--- src/rtl/ex_mem_stage_reg_if.sv ---
// EX/MEM stage handshake bundle: EX-side producer inputs, MEM-side consumer outputs.
// The master modport is the environment (EX + MEM); the slave modport is the stage register.
interface ex_mem_stage_reg_if #(
  parameter int DATA_W = 32,
  parameter int REG_W  = 5
);
  logic              ex_valid;
  logic              ex_ready;
  logic [DATA_W-1:0] ex_alu_result;
  logic [DATA_W-1:0] ex_wr_data;
  logic [REG_W-1:0]  ex_wr_reg;
  logic [3:0]        ex_ctrl;
  logic              mem_valid;
  logic              mem_ready;
  logic [DATA_W-1:0] mem_alu_result;
  logic [DATA_W-1:0] mem_wr_data;
  logic [REG_W-1:0]  mem_wr_reg;
  logic [3:0]        mem_ctrl;
  logic [1:0]        occupancy;

  modport master (
    output ex_valid, ex_alu_result, ex_wr_data, ex_wr_reg, ex_ctrl, mem_ready,
    input  ex_ready, mem_valid, mem_alu_result, mem_wr_data, mem_wr_reg, mem_ctrl, occupancy
  );

  modport slave (
    input  ex_valid, ex_alu_result, ex_wr_data, ex_wr_reg, ex_ctrl, mem_ready,
    output ex_ready, mem_valid, mem_alu_result, mem_wr_data, mem_wr_reg, mem_ctrl, occupancy
  );
endinterface

--- src/rtl/ex_mem_stage_reg.sv ---
// EX/MEM pipeline register with a 2-entry skid buffer (main = head, skid = second) and sync flush.
// Optional macro EXMEM_ZERO_REG_SQUASH_EN clears the stored reg_write bit when the destination is $zero.
module ex_mem_stage_reg #(
  parameter int DATA_W = 32,
  parameter int REG_W  = 5
) (
  input  logic               clk,
  input  logic               rst_n,
  input  logic               flush,
  ex_mem_stage_reg_if.slave  bus
);

  typedef enum logic [1:0] {
    S_EMPTY = 2'd0,
    S_ONE   = 2'd1,
    S_FULL  = 2'd2
  } state_e;

  // ctrl layout: {reg_write, mem_read, mem_write, mem_to_reg}
  typedef struct packed {
    logic [DATA_W-1:0] alu_result;
    logic [DATA_W-1:0] wr_data;
    logic [REG_W-1:0]  wr_reg;
    logic [3:0]        ctrl;
  } entry_t;

  localparam int ENTRY_W = $bits(entry_t);

  state_e     state_q;
  state_e     state_d;
  entry_t     main_q;
  entry_t     main_d;
  entry_t     skid_q;
  entry_t     skid_d;
  entry_t     in_entry_s;
  logic       ex_ready_s;
  logic       mem_valid_s;
  logic [1:0] occupancy_s;
  logic       accept_s;
  logic       pop_s;

  assign accept_s = bus.ex_valid & ex_ready_s;
  assign pop_s    = mem_valid_s & bus.mem_ready;

  // Capture the incoming EX payload, optionally squashing writes to $zero.
  always_comb begin
    in_entry_s.alu_result = bus.ex_alu_result;
    in_entry_s.wr_data    = bus.ex_wr_data;
    in_entry_s.wr_reg     = bus.ex_wr_reg;
    in_entry_s.ctrl       = bus.ex_ctrl;
`ifdef EXMEM_ZERO_REG_SQUASH_EN
    if (bus.ex_wr_reg == {REG_W{1'b0}}) begin
      in_entry_s.ctrl[3] = 1'b0;
    end else begin
      in_entry_s.ctrl[3] = bus.ex_ctrl[3];
    end
`endif
  end

  // State register.
  always_ff @(posedge clk or negedge rst_n) begin
    if (!rst_n) begin
      state_q <= S_EMPTY;
    end else begin
      state_q <= state_d;
    end
  end

  // Payload registers; stale contents after flush are harmless since outputs are gated.
  always_ff @(posedge clk or negedge rst_n) begin
    if (!rst_n) begin
      main_q <= entry_t'({ENTRY_W{1'b0}});
      skid_q <= entry_t'({ENTRY_W{1'b0}});
    end else begin
      main_q <= main_d;
      skid_q <= skid_d;
    end
  end

  // Next state and payload steering; flush wins over any accept or pop.
  always_comb begin
    state_d = state_q;
    main_d  = main_q;
    skid_d  = skid_q;
    if (flush) begin
      state_d = S_EMPTY;
    end else begin
      case (state_q)
        S_EMPTY: begin
          if (accept_s) begin
            state_d = S_ONE;
            main_d  = in_entry_s;
          end else begin
            state_d = S_EMPTY;
          end
        end
        S_ONE: begin
          if (accept_s && pop_s) begin
            state_d = S_ONE;
            main_d  = in_entry_s;
          end else if (accept_s) begin
            state_d = S_FULL;
            skid_d  = in_entry_s;
          end else if (pop_s) begin
            state_d = S_EMPTY;
          end else begin
            state_d = S_ONE;
          end
        end
        S_FULL: begin
          if (pop_s) begin
            state_d = S_ONE;
            main_d  = skid_q;
          end else begin
            state_d = S_FULL;
          end
        end
        default: begin
          state_d = S_EMPTY;
        end
      endcase
    end
  end

  // Outputs decoded from registered state only, so ex_ready never depends on mem_ready.
  always_comb begin
    ex_ready_s  = 1'b1;
    mem_valid_s = 1'b0;
    occupancy_s = 2'd0;
    case (state_q)
      S_EMPTY: begin
        ex_ready_s  = 1'b1;
        mem_valid_s = 1'b0;
        occupancy_s = 2'd0;
      end
      S_ONE: begin
        ex_ready_s  = 1'b1;
        mem_valid_s = 1'b1;
        occupancy_s = 2'd1;
      end
      S_FULL: begin
        ex_ready_s  = 1'b0;
        mem_valid_s = 1'b1;
        occupancy_s = 2'd2;
      end
      default: begin
        ex_ready_s  = 1'b0;
        mem_valid_s = 1'b0;
        occupancy_s = 2'd0;
      end
    endcase
  end

  assign bus.ex_ready       = ex_ready_s;
  assign bus.mem_valid      = mem_valid_s;
  assign bus.occupancy      = occupancy_s;
  assign bus.mem_alu_result = main_q.alu_result;
  assign bus.mem_wr_data    = main_q.wr_data;
  assign bus.mem_wr_reg     = main_q.wr_reg;
  assign bus.mem_ctrl       = main_q.ctrl & {4{mem_valid_s}};

endmodule
--- src/flat_wrapper.sv ---
// flat-port wrapper written by rule: the top's interface ports become plain ports
module ex_mem_stage_reg_flat 
#(
  parameter int DATA_W = 32,
  parameter int REG_W  = 5
)
  (clk, rst_n, flush, bus_ex_valid, bus_ex_alu_result, bus_ex_wr_data, bus_ex_wr_reg, bus_ex_ctrl, bus_mem_ready, bus_ex_ready, bus_mem_valid, bus_mem_alu_result, bus_mem_wr_data, bus_mem_wr_reg, bus_mem_ctrl, bus_occupancy);
  ex_mem_stage_reg_if #(.DATA_W(DATA_W), .REG_W(REG_W)) bus_i ();
  input  logic clk;
  input  logic rst_n;
  input  logic flush;
  input wire logic [$bits(bus_i.ex_valid)-1:0] bus_ex_valid;
  input wire logic [$bits(bus_i.ex_alu_result)-1:0] bus_ex_alu_result;
  input wire logic [$bits(bus_i.ex_wr_data)-1:0] bus_ex_wr_data;
  input wire logic [$bits(bus_i.ex_wr_reg)-1:0] bus_ex_wr_reg;
  input wire logic [$bits(bus_i.ex_ctrl)-1:0] bus_ex_ctrl;
  input wire logic [$bits(bus_i.mem_ready)-1:0] bus_mem_ready;
  output wire logic [$bits(bus_i.ex_ready)-1:0] bus_ex_ready;
  output wire logic [$bits(bus_i.mem_valid)-1:0] bus_mem_valid;
  output wire logic [$bits(bus_i.mem_alu_result)-1:0] bus_mem_alu_result;
  output wire logic [$bits(bus_i.mem_wr_data)-1:0] bus_mem_wr_data;
  output wire logic [$bits(bus_i.mem_wr_reg)-1:0] bus_mem_wr_reg;
  output wire logic [$bits(bus_i.mem_ctrl)-1:0] bus_mem_ctrl;
  output wire logic [$bits(bus_i.occupancy)-1:0] bus_occupancy;
  assign bus_i.ex_valid = bus_ex_valid;
  assign bus_i.ex_alu_result = bus_ex_alu_result;
  assign bus_i.ex_wr_data = bus_ex_wr_data;
  assign bus_i.ex_wr_reg = bus_ex_wr_reg;
  assign bus_i.ex_ctrl = bus_ex_ctrl;
  assign bus_i.mem_ready = bus_mem_ready;
  assign bus_ex_ready = bus_i.ex_ready;
  assign bus_mem_valid = bus_i.mem_valid;
  assign bus_mem_alu_result = bus_i.mem_alu_result;
  assign bus_mem_wr_data = bus_i.mem_wr_data;
  assign bus_mem_wr_reg = bus_i.mem_wr_reg;
  assign bus_mem_ctrl = bus_i.mem_ctrl;
  assign bus_occupancy = bus_i.occupancy;
  ex_mem_stage_reg #(.DATA_W(DATA_W), .REG_W(REG_W)) u_core (.clk(clk), .rst_n(rst_n), .flush(flush), .bus(bus_i));
endmodule
--- config.mk ---
export PLATFORM = sky130hd
export DESIGN_NAME = ex_mem_stage_reg_flat
export DESIGN_NICKNAME = d
export VERILOG_FILES = /design/src/rtl/ex_mem_stage_reg_if.sv /design/src/rtl/ex_mem_stage_reg.sv /design/src/flat_wrapper.sv
export SDC_FILE = /design/constraint.sdc
export NUM_CORES = 1
export LEC_CHECK = 0
export ABC_CLOCK_PERIOD_IN_PS = 2900
export BUFFER_PORTS_ARGS = -buffer_cell sky130_fd_sc_hd__buf_4
export CAP_MARGIN = 10
export CORE_MARGIN = 1.5
export CORE_UTILIZATION = 36
export DETAILED_ROUTE_END_ITERATION = 8
export PLACE_DENSITY = 0.68
export REMOVE_ABC_BUFFERS = 1
export SLEW_MARGIN = 10
export SYNTH_ARGS = -nofsm -noshare
export SYNTH_HDL_FRONTEND = slang
export SYNTH_SLANG_ARGS = --single-unit
--- constraint.sdc ---
create_clock -name clk -period 2.9 [get_ports clk]
set_input_delay 0.87 -clock clk [delete_from_list [all_inputs] [get_ports clk]]
set_output_delay 0.87 -clock clk [all_outputs]
set_load 0.02 [all_outputs]
## Word-level counts from Yosys, hierarchy flattened

Index checks and enable logic that the tools add are counted.

| word-level totals | value |
|---|---|
| flip-flop bits (word level) | 148 |
| input bits | 78 |
| output and inout bits | 77 |
| logic and storage cells | 40 |

| cells by class | value |
|---|---|
| eq/ne operators | 5 |
| muxes and demuxes | 14 |
| bitwise operators | 5 |
| reductions and logical operators | 7 |

Operator list:

| operator | count |
|---|---|
| 73-bit two-way mux | 3 |
| 73-bit one-hot mux with 3 select lines | 1 |
| 2-bit two-way mux | 4 |
| 2-bit by 1-bit != test with 1-bit output (second input constant) | 3 |
| 2-bit one-hot mux with 3 select lines | 1 |
| 5-bit AND reduction | 1 |
| 4-bit bitwise AND | 1 |
| 1-bit two-way mux | 4 |
| 2-bit one-hot mux with 2 select lines | 1 |
| 4-bit AND reduction | 1 |
| 2-bit OR reduction | 2 |
| 3-bit nonzero test | 1 |
| 1-bit bitwise AND | 2 |
| 2-bit by 1-bit == test with 1-bit output (second input constant) | 1 |
| 2-bit == test (second input constant) | 1 |
| 2-bit logical NOT | 1 |
| 1-bit inverter | 2 |
| 1-bit logical AND | 1 |

## Depth between registers and ports, before layout

Gate-level depths: netlist of run 1.

| logic depth | value |
|---|---|
| depth in word-level cells | 9 |
| gate-level depth with buffers | 7 |
| gate-level depth less buffers | 5 |

## Least setup slack after synthesis of run 1

OpenSTA, ideal clock, no wires.

| timing path | value |
|---|---|
| path kind | input -> register |
| start | input flush |
| end | register u_core.main_q (netlist bit u_core.bus.mem_alu_result[19]) |
| library setup time | 0.125 ns |
| data arrival time | 2.308 ns |
| required time | 2.775 ns |
| setup slack | 0.467 ns |
| cell stages on the path | 4 |
| path buffers | 1 |
| cell sequence | or2_2 a2111oi_4 buf_6 mux2_2 |

| on the way | value |
|---|---|
| longest elaborated chain between the ends | 2 |

RTL lines:

| what | line | text |
|---|---|---|
| start: declaration | flat_wrapper.sv:11 | `input logic flush;` |
| 1-bit inverter (no source line) | - |  |
| 5-bit AND reduction (no source line) | - |  |
| end signal: assignment | ex_mem_stage_reg.sv:72 | `main_q <= entry_t'({ENTRY_W{1'b0}});` |
| end signal: assignment | ex_mem_stage_reg.sv:75 | `main_q <= main_d;` |
| end: declaration | ex_mem_stage_reg.sv:31 | `entry_t main_q;` |

No other way between the ends.
A chain may end at the register's enable or synchronous reset.

## Worst setup path in the final report of run 1

| timing path | value |
|---|---|
| start | register u_core.state_q[1] |
| end | output bus_mem_ctrl[1] |

| on the way | value |
|---|---|
| longest elaborated chain between the ends | 4 |
| elaborated cells on any way between the ends | 5 |
| classes of those cells | eq/ne (2); mux (1); bitwise (1); reduce/logical (1) |

RTL lines:

| what | line | text |
|---|---|---|
| start: declaration | ex_mem_stage_reg.sv:29 | `state_e state_q;` |
| start signal: assignment | ex_mem_stage_reg.sv:65 | `state_q <= state_d;` |
| 2-bit by 1-bit == test with 1-bit output / 2-bit == test (equally long branches) | ex_mem_stage_reg.sv:130 | `case (state_q)` |
| 2-bit OR reduction (no source line) (*) | - |  |
| 1-bit two-way mux (*) | ex_mem_stage_reg.sv:130 |  |
| 4-bit bitwise AND (*) | ex_mem_stage_reg.sv:160 | `assign bus.mem_ctrl = main_q.ctrl & {4{mem_valid_s}};` |
| end: declaration | flat_wrapper.sv:23 | `output wire logic [$bits(bus_i.mem_ctrl)-1:0] bus_mem_ctrl;` |

Every way passes the cells marked *; elsewhere a longest branch is shown, timed or not.

==> results.py, run 1 <==
metrics = {
    "worst_setup_path": {
        "r2r_slack_ns": 0.52,
        "cp-start-kind": "flip-flop",
        "rr_endpoint": "u_core.bus.mem_wr_data[4]",
        "critPathArrivalTime_ns": 1.70,
        "critPathCapture": "bus_mem_ctrl[1]",
        "reg2reg_depth": 6,
        "crit_fanout": 8,
        "r2r-start": "u_core.state_q[1]",
        "required_ns": 2.03,
        "cp-end-kind": "output pin",
        "crit_path_start": "u_core.state_q[1]",
        "criticalPathCategory": "reg -> out",
    },
    "yosys": {
        "syn_inst": 483,
        "yosys-top-cells-area": "dfrtp_1 (53%), mux2_2 (32%), buf_4 (7.4%)",
        "yosys_warnings": 0,
        "yosys.area.top_type_share": 0.5266,
        "synth_cell_types": 20,
        "synth_area_leader_cell": "dfrtp_1",
        "ys_ff_latch": 148,
        "ys_seq_area_frac": 0.5266,
        "synth_area_per_cell_um2": 14.56,
        "syn_area_um2": 7033,
    },
    "timing": {
        "rsz0062_at_grt": "no",
        "max_freq_mhz": 388.7,
        "setup_violations": 0,
        "tightest_slew_ns": 0.5750,
        "drv_slew": 0,
        "fin_skew_ns": 0.009594,
        "fin_crit_ns": 2.572,
        "timing.final.crit_share": 0.8870,
        "finalHoldViolCount": 0,
        "relSlewSlack": 0.6166,
        "holdWs_ns": 0.4185,
    },
    "grt": {
        "grt_pass1_vias": 4300,
        "grt_overflow_total": 0,
        "grt_usage": 0.1372,
        "grt_max_degree": 58,
        "antenna_found_initial": 0,
        "grt_pass1_wl_um": 21710,
    },
    "finish": {
        "layout_common_cells": "mux2_2 (199), buf_4 (159), dfrtp_1 (148), mux2_1 (20), clkbuf_16 (17)",
        "largest_register": "u_core.skid_q",
        "drive_above_1_share": 0.6848,
        "syn2layout_area_growth_pct": 22.59,
        "fillCellCount": 1708,
        "final_nets": 656,
        "final_cell_area_um2": 8622,
        "n_antenna_cell": 0,
        "final_common_cell": "mux2_2",
        "largest_reg_flops": 73,
    },
    "routing": {
        "detail_route.wirelength_um": 13390,
        "ant_nets": 0,
        "drtIter0Drc": 95,
        "avgViaCountPerCell": 4.620,
        "wl_per_cell_um": 15.81,
        "vias": 3913,
        "drc": 0,
        "drt_first_pass_iters": 4,
    },
    "die": {
        "die_h_um": 142.8,
        "rows": 50,
        "start_util": 0.3710,
        "io_pins": 155,
        "die_area_um2": 20380,
        "coreArea_um2": 18960,
        "die_w_um": 142.8,
    },
    "power": {
        "leakage_nw": 3.788,
        "ir_worst_vdd_uv": 396.2,
        "powerDensity_nw_per_um2": 843.5,
    },
    "clock_tree": {
        "cts_setup_buffers": 0,
        "cts_resized": 0,
        "clk_latency_ns": 0.42,
        "cts_num_sinks": 148,
        "cts_max_path_buffers": 2,
        "cts-root-buf": "clkbuf_16",
        "cts_made_buffers": 17,
        "cts.hold.buffers_added": 0,
        "path_clk_slew_ns": 0.06,
        "cts_tree": "done",
        "htree_levels": 4,
    },
    "placement": {
        "dp_hpwl_um": 9127,
        "port-buffer-count": 154,
        "place_area_um2": 7994,
        "place_congestion": 0.6962,
    },
    "flow_run": {
        "drv_cap": 0,
    },
    "hold_path": {
        "min_path_type": "in -> async",
    },
    "status": {
        "status": "complete, no violations",
    },
}
[cells by family (layout without fill, tap and decap cells)]
kind of cell,after synthesis,count (layout),synth area share
buffers and inverters,94,198,0.09571
and+or+nand+nor,14,14,0.01245
muxes,219,219,0.3507
AOI/OAI and AO/OA,4,4,0.007473
adders and majority gates,4,4,0.007116
DFF,148,148,0.5266
[cell type report]
type / count / area (µm²) / area share
inverter: 2 / 7.507 / 0.0008707
sequential: 148 / 3704 / 0.4295
multi-input combinational: 241 / 2673 / 0.3100
tap: 260 / 325.3 / 0.03773
clock inverter: 15 / 202.7 / 0.02351
clock buffer: 17 / 425.4 / 0.04934
timing repair buffer: 164 / 1285 / 0.1490
[stage by stage]
stage	total power [mW]	instances	util	TNS, ns	setup WS [ns]
finish	7.273	847	0.4549	0	0.3276
global route	7.652	847	0.4549	0	0.2138
CTS	7.382	847	0.4549	0	0.2998
detailed placement	5.009	815	0.4217	0	0.4005
global placement	4.904	815	0.4217	0	0.4135
floorplan	4.161	391	-	-189.54	-2.150
[per-layer routing]
metal / vias up / share of wire / GRT usage
met5: - / 0 / 0
met4: 0 / 0.012 / 0.04775
met3: 12 / 0.059 / 0.04393
met2: 107 / 0.50 / 0.2287
met1: 1982 / 0.43 / 0.1671
li1: 1812 / - / -
[Yosys cell counts (all sizes together)]
library cell,count
buf,83
nor2b,3
inv,2
nand2,1
dfrtp,148
a31oi,1
a2111oi,1
a31o,1
a222oi,1
ha,4
mux2,219
or2,2
nand3,1
nor2,2
clkbuf,9
and4b,1
and2,4
[power by group]
group	leakage (nW)	switching [mW]	total, mW	internal, mW
Sequential	1.77	0.337	3.07	2.73
Combinational	1.72	0.836	1.87	1.03
Clock	0.304	0.883	2.33	1.45
Total	3.79	2.06	7.27	5.22
[worst min path at each step]
stage                                               end  depth (start not counted)
after CTS                             u_core.skid_q[50]                          1
after floorplan                        u_core.main_q[0]                          1
after detailed placement  u_core.bus.mem_alu_result[17]                          1
after global placement     u_core.bus.mem_alu_result[1]                          1
final                                 u_core.skid_q[50]                          1
after global routing                  u_core.skid_q[43]                          1
[critical path: stages (launching register included)]
cell and delay [ns]:
dfrtp_1 0.41, inv_1 0.08, ha_1 0.44, and2_1 0.20
buf_4 0.15
Power figures use the tool's default switching activity.
==> run 2, diff against run 1 <==
--- a/config.mk
+++ b/config.mk
@@ -5,13 +5,14 @@
 export SDC_FILE = /design/constraint.sdc
 export NUM_CORES = 1
 export LEC_CHECK = 0
-export ABC_CLOCK_PERIOD_IN_PS = 2900
+export ABC_AREA = 1
+export ABC_CLOCK_PERIOD_IN_PS = 2090
 export BUFFER_PORTS_ARGS = -buffer_cell sky130_fd_sc_hd__buf_4
 export CAP_MARGIN = 10
 export CORE_MARGIN = 1.5
 export CORE_UTILIZATION = 36
 export DETAILED_ROUTE_END_ITERATION = 8
-export PLACE_DENSITY = 0.68
+export PLACE_DENSITY = 0.7
 export REMOVE_ABC_BUFFERS = 1
 export SLEW_MARGIN = 10
 export SYNTH_ARGS = -nofsm -noshare
==> constraint.sdc (replaced) <==
create_clock -name clk -period 2.09 [get_ports clk]
set_input_delay 0.627 -clock clk [delete_from_list [all_inputs] [get_ports clk]]
set_output_delay 0.627 -clock clk [all_outputs]
set_load 0.02 [all_outputs]
==> run 2 against run 1 <==
Compared with the run above:
- flip-flop and latch count unchanged
- via count up 46%
- first-iteration DRC count rose to 3.6 times the previous value
- count of clock-buffer cells in the layout up 3
- utilization down 1.3 points
- clock power up 41%
- final cell count up 48%
- highest routed layer unchanged
==> results.py, run 2 <==
metrics = {
    "yosys": {
        "yosys.area.top_type_share": 0.5049,
        "synth_area_per_cell_um2": 8.177,
        "synth_edf_count": 0,
        "yosys_warnings": 0,
        "syn_inst": 897,
        "async_flop_share": 1.000,
        "synth_flop_cell": "dfrtp_1",
        "ys_ff_latch": 148,
        "synth_most_common_cell": "nand2_1",
        "synth_commonest_cells": "nand2_1 (300), dfrtp_1 (148), o21ai_0 (124)",
        "ys_seq_area_frac": 0.5049,
        "yosys-top-cells-area": "dfrtp_1 (50%), nand2_1 (15%), o21ai_0 (8.5%)",
        "synth_cell_types": 22,
        "syn_area_um2": 7335,
        "synth_area_leader_cell": "dfrtp_1",
    },
    "worst_setup_path": {
        "crit_top_cell": "inv_2",
        "required_ns": 1.46,
        "max_stage_delay_ns": 0.41,
        "r2r_slack_ns": 0.20,
        "cp-end-kind": "output pin",
        "crit_chain": "inv_2 -> ha_4 -> nand2_2 -> inv_2 -> buf_6",
        "cp-start-kind": "flip-flop",
        "slowest_stage": "dfrtp_1",
        "critPathArrivalTime_ns": 1.44,
        "crit_fanout": 6,
        "criticalPathCategory": "reg -> out",
    },
    "timing": {
        "rsz0062_at_grt": "yes",
        "fin_skew_ns": 0.009752,
        "holdWs_ns": 0.1168,
        "max_freq_mhz": 483.5,
        "setup_violations": 0,
        "drv_slew": 0,
        "relSlewSlack": 0.6642,
        "tightest_slew_ns": 0.5037,
        "finalHoldViolCount": 0,
        "fin_crit_ns": 2.068,
        "setup_tns_ns": 0,
        "timing.final.crit_share": 0.9896,
    },
    "die": {
        "io_pins": 155,
        "die_w_um": 145.7,
        "rows": 52,
        "coreArea_um2": 20100,
        "die_area_um2": 21240,
        "start_util": 0.3648,
        "die_h_um": 145.7,
    },
    "routing": {
        "drt_first_pass_iters": 5,
        "ant_nets": 0,
        "wl_per_cell_um": 13.01,
        "drc": 0,
        "drtIter0Drc": 340,
        "avgViaCountPerCell": 4.567,
        "detail_route.wirelength_um": 16260,
        "vias": 5709,
    },
    "power": {
        "ir_worst_vdd_uv": 532.0,
        "leakage_nw": 4.624,
        "powerDensity_nw_per_um2": 1126,
    },
    "grt": {
        "grt_usage": 0.1552,
        "met3_usage": 0.04389,
        "grt_pass1_vias": 5274,
        "grt_max_degree": 147,
        "antenna_found_initial": 1,
        "gr-usage-met2": 0.2400,
        "grt_pass1_wl_um": 26760,
        "grt_overflow_total": 0,
        "busiest_layer": "met2",
        "use_met1": 0.2144,
    },
    "status": {
        "status": "complete, no violations",
    },
    "finish": {
        "final_cell_area_um2": 8887,
        "largest_reg_flops": 73,
        "layout_common_cells": "nand2_1 (296), buf_4 (159), dfrtp_1 (148), o21ai_0 (124), inv_1 (79)",
        "fillCellCount": 1999,
        "final_nets": 1048,
        "final_common_cell": "nand2_1",
        "drive_above_1_share": 0.2329,
        "multi_input_area_um2": 2447,
        "seqCellArea_um2": 3704,
        "syn2layout_area_growth_pct": 21.17,
        "largest_register": "u_core.skid_q",
        "post-route-util": 0.4421,
    },
    "placement": {
        "dp_hpwl_um": 10340,
        "port-buffer-count": 154,
        "place_area_um2": 8157,
        "place_congestion": 0.7632,
    },
    "clock_tree": {
        "cts_num_sinks": 148,
        "cts.hold.buffers_added": 0,
        "cts_tree": "done",
        "cts_made_buffers": 17,
        "clk_latency_ns": 0.41,
        "cts_max_path_buffers": 2,
        "path_clk_slew_ns": 0.07,
        "cts-root-buf": "clkbuf_16",
        "htree_levels": 4,
    },
    "hold_path": {
        "min_path_type": "in -> async",
    },
    "flow_run": {
        "drv_cap": 0,
    },
}
run 2: changes by cell type after synthesis, sizes merged, moves of 3 or more:
cell | before | now
clkbuf | 9 | 12
o21ai | 0 | 148
buf | 83 | 112
nor2b | 3 | 0
and2 | 4 | 0
inv | 2 | 86
mux2 | 219 | 0
nand3 | 1 | 77
nand2 | 1 | 305
run 2: kinds of logic (layout without fill, tap and decap cells):
group,Yosys count,after routing,synth area share
compound gates,151,151,0.1049
fa+ha+maj,4,4,0.006824
simple gates,384,384,0.2137
buf+inv,210,292,0.1696
other cells,0,1,0
flops,148,148,0.5049
run 2: through the flow:
stage          setup slack [ns]  std cells  power (mW)
3_3_place_gp             0.2266       1213       6.659
3_5_place_dp             0.1236       1213       6.746
4_1_cts                0.001123       1245       10.08
6_report                0.02182       1250       10.01
5_1_grt                -0.06978       1249       10.60
2_1_floorplan            -1.930        773       5.564
run 2: timing repair:
action,CTS,global route
setup buffers,0,4
pin swaps,0,2
endpoints found under the setup margin,6,6
resized for setup,4,16
run 2: area by class of cell:
cell class,count,area share
timing repair buffer,174,0.1620
clock inverter,12,0.01985
inverter,86,0.03632
antenna,1,0.0002816
clock buffer,20,0.05139
sequential,148,0.4167
multi-input combinational,539,0.2754
tap,270,0.03801
run 2: critical path: cells and delay by family (launching register included):
kind,cells,cell delay [ns]
flip-flops,1,0.41
adder cells (fa/ha/maj),1,0.31
buffers and inverters,3,0.24
AND/OR/NAND/NOR,1,0.07
run 2: final timing paths:
check / startpoint / endpoint / depth (start not counted)
min in group clk: u_core.bus.mem_alu_result[6] / u_core.bus.mem_alu_result[6] / 2
worst max-delay path: u_core.state_q[1] / bus_mem_ctrl[1] / 5
worst min register to register: u_core.bus.mem_alu_result[6] / u_core.bus.mem_alu_result[6] / 2
max in group asynchronous: rst_n / u_core.skid_q[64] / 2
worst max register to register: u_core.state_q[1] / u_core.bus.mem_wr_data[2] / 9
worst min-delay path: rst_n / u_core.bus.mem_wr_data[20] / 1
run 2: per-layer routing:
metal,up-vias,routed length (µm)
met5,-,0
li1,2882,-
met3,13,994
met4,0,131
met1,2661,7919
met2,153,7217
run 2: power breakdown:
group | total, mW | internal (mW) | leakage (nW) | switching (mW)
clock network | 3.28 | 2.07 | 0.307 | 1.22
registers | 4.21 | 3.73 | 1.85 | 0.481
logic | 2.51 | 1.07 | 2.47 | 1.44
==> run 3, diff against run 2 <==
--- a/config.mk
+++ b/config.mk
@@ -10,9 +10,9 @@
 export BUFFER_PORTS_ARGS = -buffer_cell sky130_fd_sc_hd__buf_4
 export CAP_MARGIN = 10
 export CORE_MARGIN = 1.5
-export CORE_UTILIZATION = 36
+export CORE_UTILIZATION = 50
 export DETAILED_ROUTE_END_ITERATION = 8
-export PLACE_DENSITY = 0.7
+export PLACE_DENSITY = 0.88
 export REMOVE_ABC_BUFFERS = 1
 export SLEW_MARGIN = 10
 export SYNTH_ARGS = -nofsm -noshare
==> run 3 against run 2 <==
Compared with the run above:
- register-to-register slack worse by 0.03 ns
- utilization up 16 points
- die area shrank 27%
- non-clock buffer count shrank 3
- via count increased by 2.7%
- global-route usage up 5.7 points
- clock skew decreased by 0.0038 ns
- sequential power is 1% higher
- clock power about the same
- first-iteration DRC count is 34% higher
- wire length decreased by 3.2%
- cell area is 2.0% lower
==> results.py, run 3 (same netlist as run 2, synthesis figures left out) <==
metrics = {
    "timing": {
        "drv_slew": 0,
        "holdWs_ns": 0.1093,
        "relSlewSlack": 0.6495,
        "fin_skew_ns": 0.005979,
        "setup_violations": 0,
        "setup_slack_ns": 0.03882,
        "rsz0062_at_grt": "yes",
        "timing.final.crit_share": 0.9814,
        "max_freq_mhz": 487.5,
        "setup_tns_ns": 0,
        "finalHoldViolCount": 0,
        "fin_crit_ns": 2.051,
        "tightest_slew_ns": 0.5258,
    },
    "clock_tree": {
        "cts_max_path_buffers": 2,
        "cts_made_buffers": 17,
        "cts_tree": "done",
        "clk_latency_ns": 0.42,
        "cts.hold.buffers_added": 0,
        "path_clk_slew_ns": 0.06,
        "htree_levels": 4,
        "cts_num_sinks": 148,
        "cts-root-buf": "clkbuf_16",
    },
    "die": {
        "die_w_um": 124.1,
        "die_h_um": 124.1,
        "rows": 44,
        "start_util": 0.5085,
        "coreArea_um2": 14420,
        "die_area_um2": 15400,
        "io_pins": 155,
    },
    "routing": {
        "wl_per_cell_um": 13.56,
        "detail_route.wirelength_um": 15730,
        "ant_nets": 0,
        "vias": 5863,
        "drc": 0,
        "drtIter0Drc": 455,
        "drt_first_pass_iters": 5,
        "avgViaCountPerCell": 5.054,
    },
    "worst_setup_path": {
        "critPathArrivalTime_ns": 1.42,
        "cp-end-kind": "output pin",
        "required_ns": 1.46,
        "cp-start-kind": "flip-flop",
        "criticalPathCategory": "reg -> out",
        "r2r_slack_ns": 0.17,
        "crit_fanout": 6,
    },
    "hold_path": {
        "min_path_type": "in -> async",
    },
    "placement": {
        "post-place-ws_ns": 0.1117,
        "place_congestion": 0.7842,
        "place_area_um2": 8011,
        "port-buffer-count": 154,
        "dp_hpwl_um": 10130,
    },
    "finish": {
        "largest_reg_flops": 73,
        "final_common_cell": "nand2_1",
        "fillCellCount": 1238,
        "seqCellArea_um2": 3704,
        "layout_common_cells": "nand2_1 (296), buf_4 (159), dfrtp_1 (148), o21ai_0 (124), inv_1 (79)",
        "drive_above_1_share": 0.2285,
        "final_cell_area_um2": 8708,
        "syn2layout_area_growth_pct": 18.73,
        "multi_input_area_um2": 2430,
        "final_nets": 1045,
        "n_antenna_cell": 0,
        "largest_register": "u_core.skid_q",
    },
    "power": {
        "p_total_mw": 10.06,
        "powerDensity_nw_per_um2": 1155,
        "ir_worst_vdd_uv": 598.5,
        "leakage_nw": 4.614,
    },
    "grt": {
        "grt_pass1_wl_um": 25170,
        "grt_max_degree": 89,
        "antenna_found_initial": 0,
        "grt_overflow_total": 0,
        "grt_pass1_vias": 5345,
        "grt_usage": 0.2124,
    },
    "status": {
        "status": "complete, no violations",
    },
    "flow_run": {
        "drv_cap": 0,
    },
}
[run 3: cell types whose count changed in the layout (fill, tap and decap cells not counted), sizes merged]
| cell | change |
|---|---|
| buf | -3 |
| bufinv | +1 |
| clkbuf | +1 |
| clkinv | +2 |
| clkinvlp | -2 |
| diode | -1 |
| inv | -2 |
[run 3: path summary, 6_finish.rpt]
path                                            start                    endpoint  cells after the start
min in group clk           u_core.bus.mem_wr_data[26]  u_core.bus.mem_wr_data[26]                      2
setup / recovery                    u_core.state_q[0]             bus_mem_ctrl[2]                      5
setup reg to reg                    u_core.state_q[0]           u_core.skid_q[14]                      9
max in group asynchronous                       rst_n  u_core.bus.mem_wr_data[12]                      2
hold / removal                                  rst_n  u_core.bus.mem_wr_data[10]                      1
hold reg to reg            u_core.bus.mem_wr_data[26]  u_core.bus.mem_wr_data[26]                      2
[run 3: layout make-up]
type                            instances  area share
Sequential cell                       148      0.4253
Inverter                               86     0.03707
Tap cell                              184     0.02644
Timing Repair Buffer                  171      0.1586
Multi-Input combinational cell        539      0.2790
Clock buffer                           21     0.05287
Clock inverter                         11     0.02069
[run 3: through the flow]
stage | instances | utilization
2_1_floorplan | 773 | -
3_3_place_gp | 1126 | 0.5554
3_5_place_dp | 1126 | 0.5554
4_1_cts | 1160 | 0.6018
5_1_grt | 1160 | 0.6037
6_report | 1160 | 0.6037
[run 3: layer usage]
metal	global-route usage	share of wire	vias up
met5	0	0	-
met4	0.07173	0.014	0
met3	0.05678	0.060	18
met2	0.3345	0.48	204
met1	0.2854	0.45	2761
li1	-	-	2880
[run 3: report_power, final]
part           internal [mW]  total (mW)  leakage [nW]  switching [mW]
clock network           2.17        3.30         0.320            1.13
registers               3.74        4.25          1.85           0.515
logic                   1.05        2.50          2.44            1.46
[run 3: what timing repair did]
item	CTS	global route
setup buffers	2	0
endpoints found under the hold margin	0	0
setup endpoints to repair	6	9
gates resized for setup	3	14
pin swaps	0	1
[run 3: critical path, stage by stage, from the launching register on]
cell and delay [ns]:
dfrtp_1 0.39, inv_2 0.08, ha_4 0.32, nand2_2 0.06
inv_2 0.05, buf_6 0.10
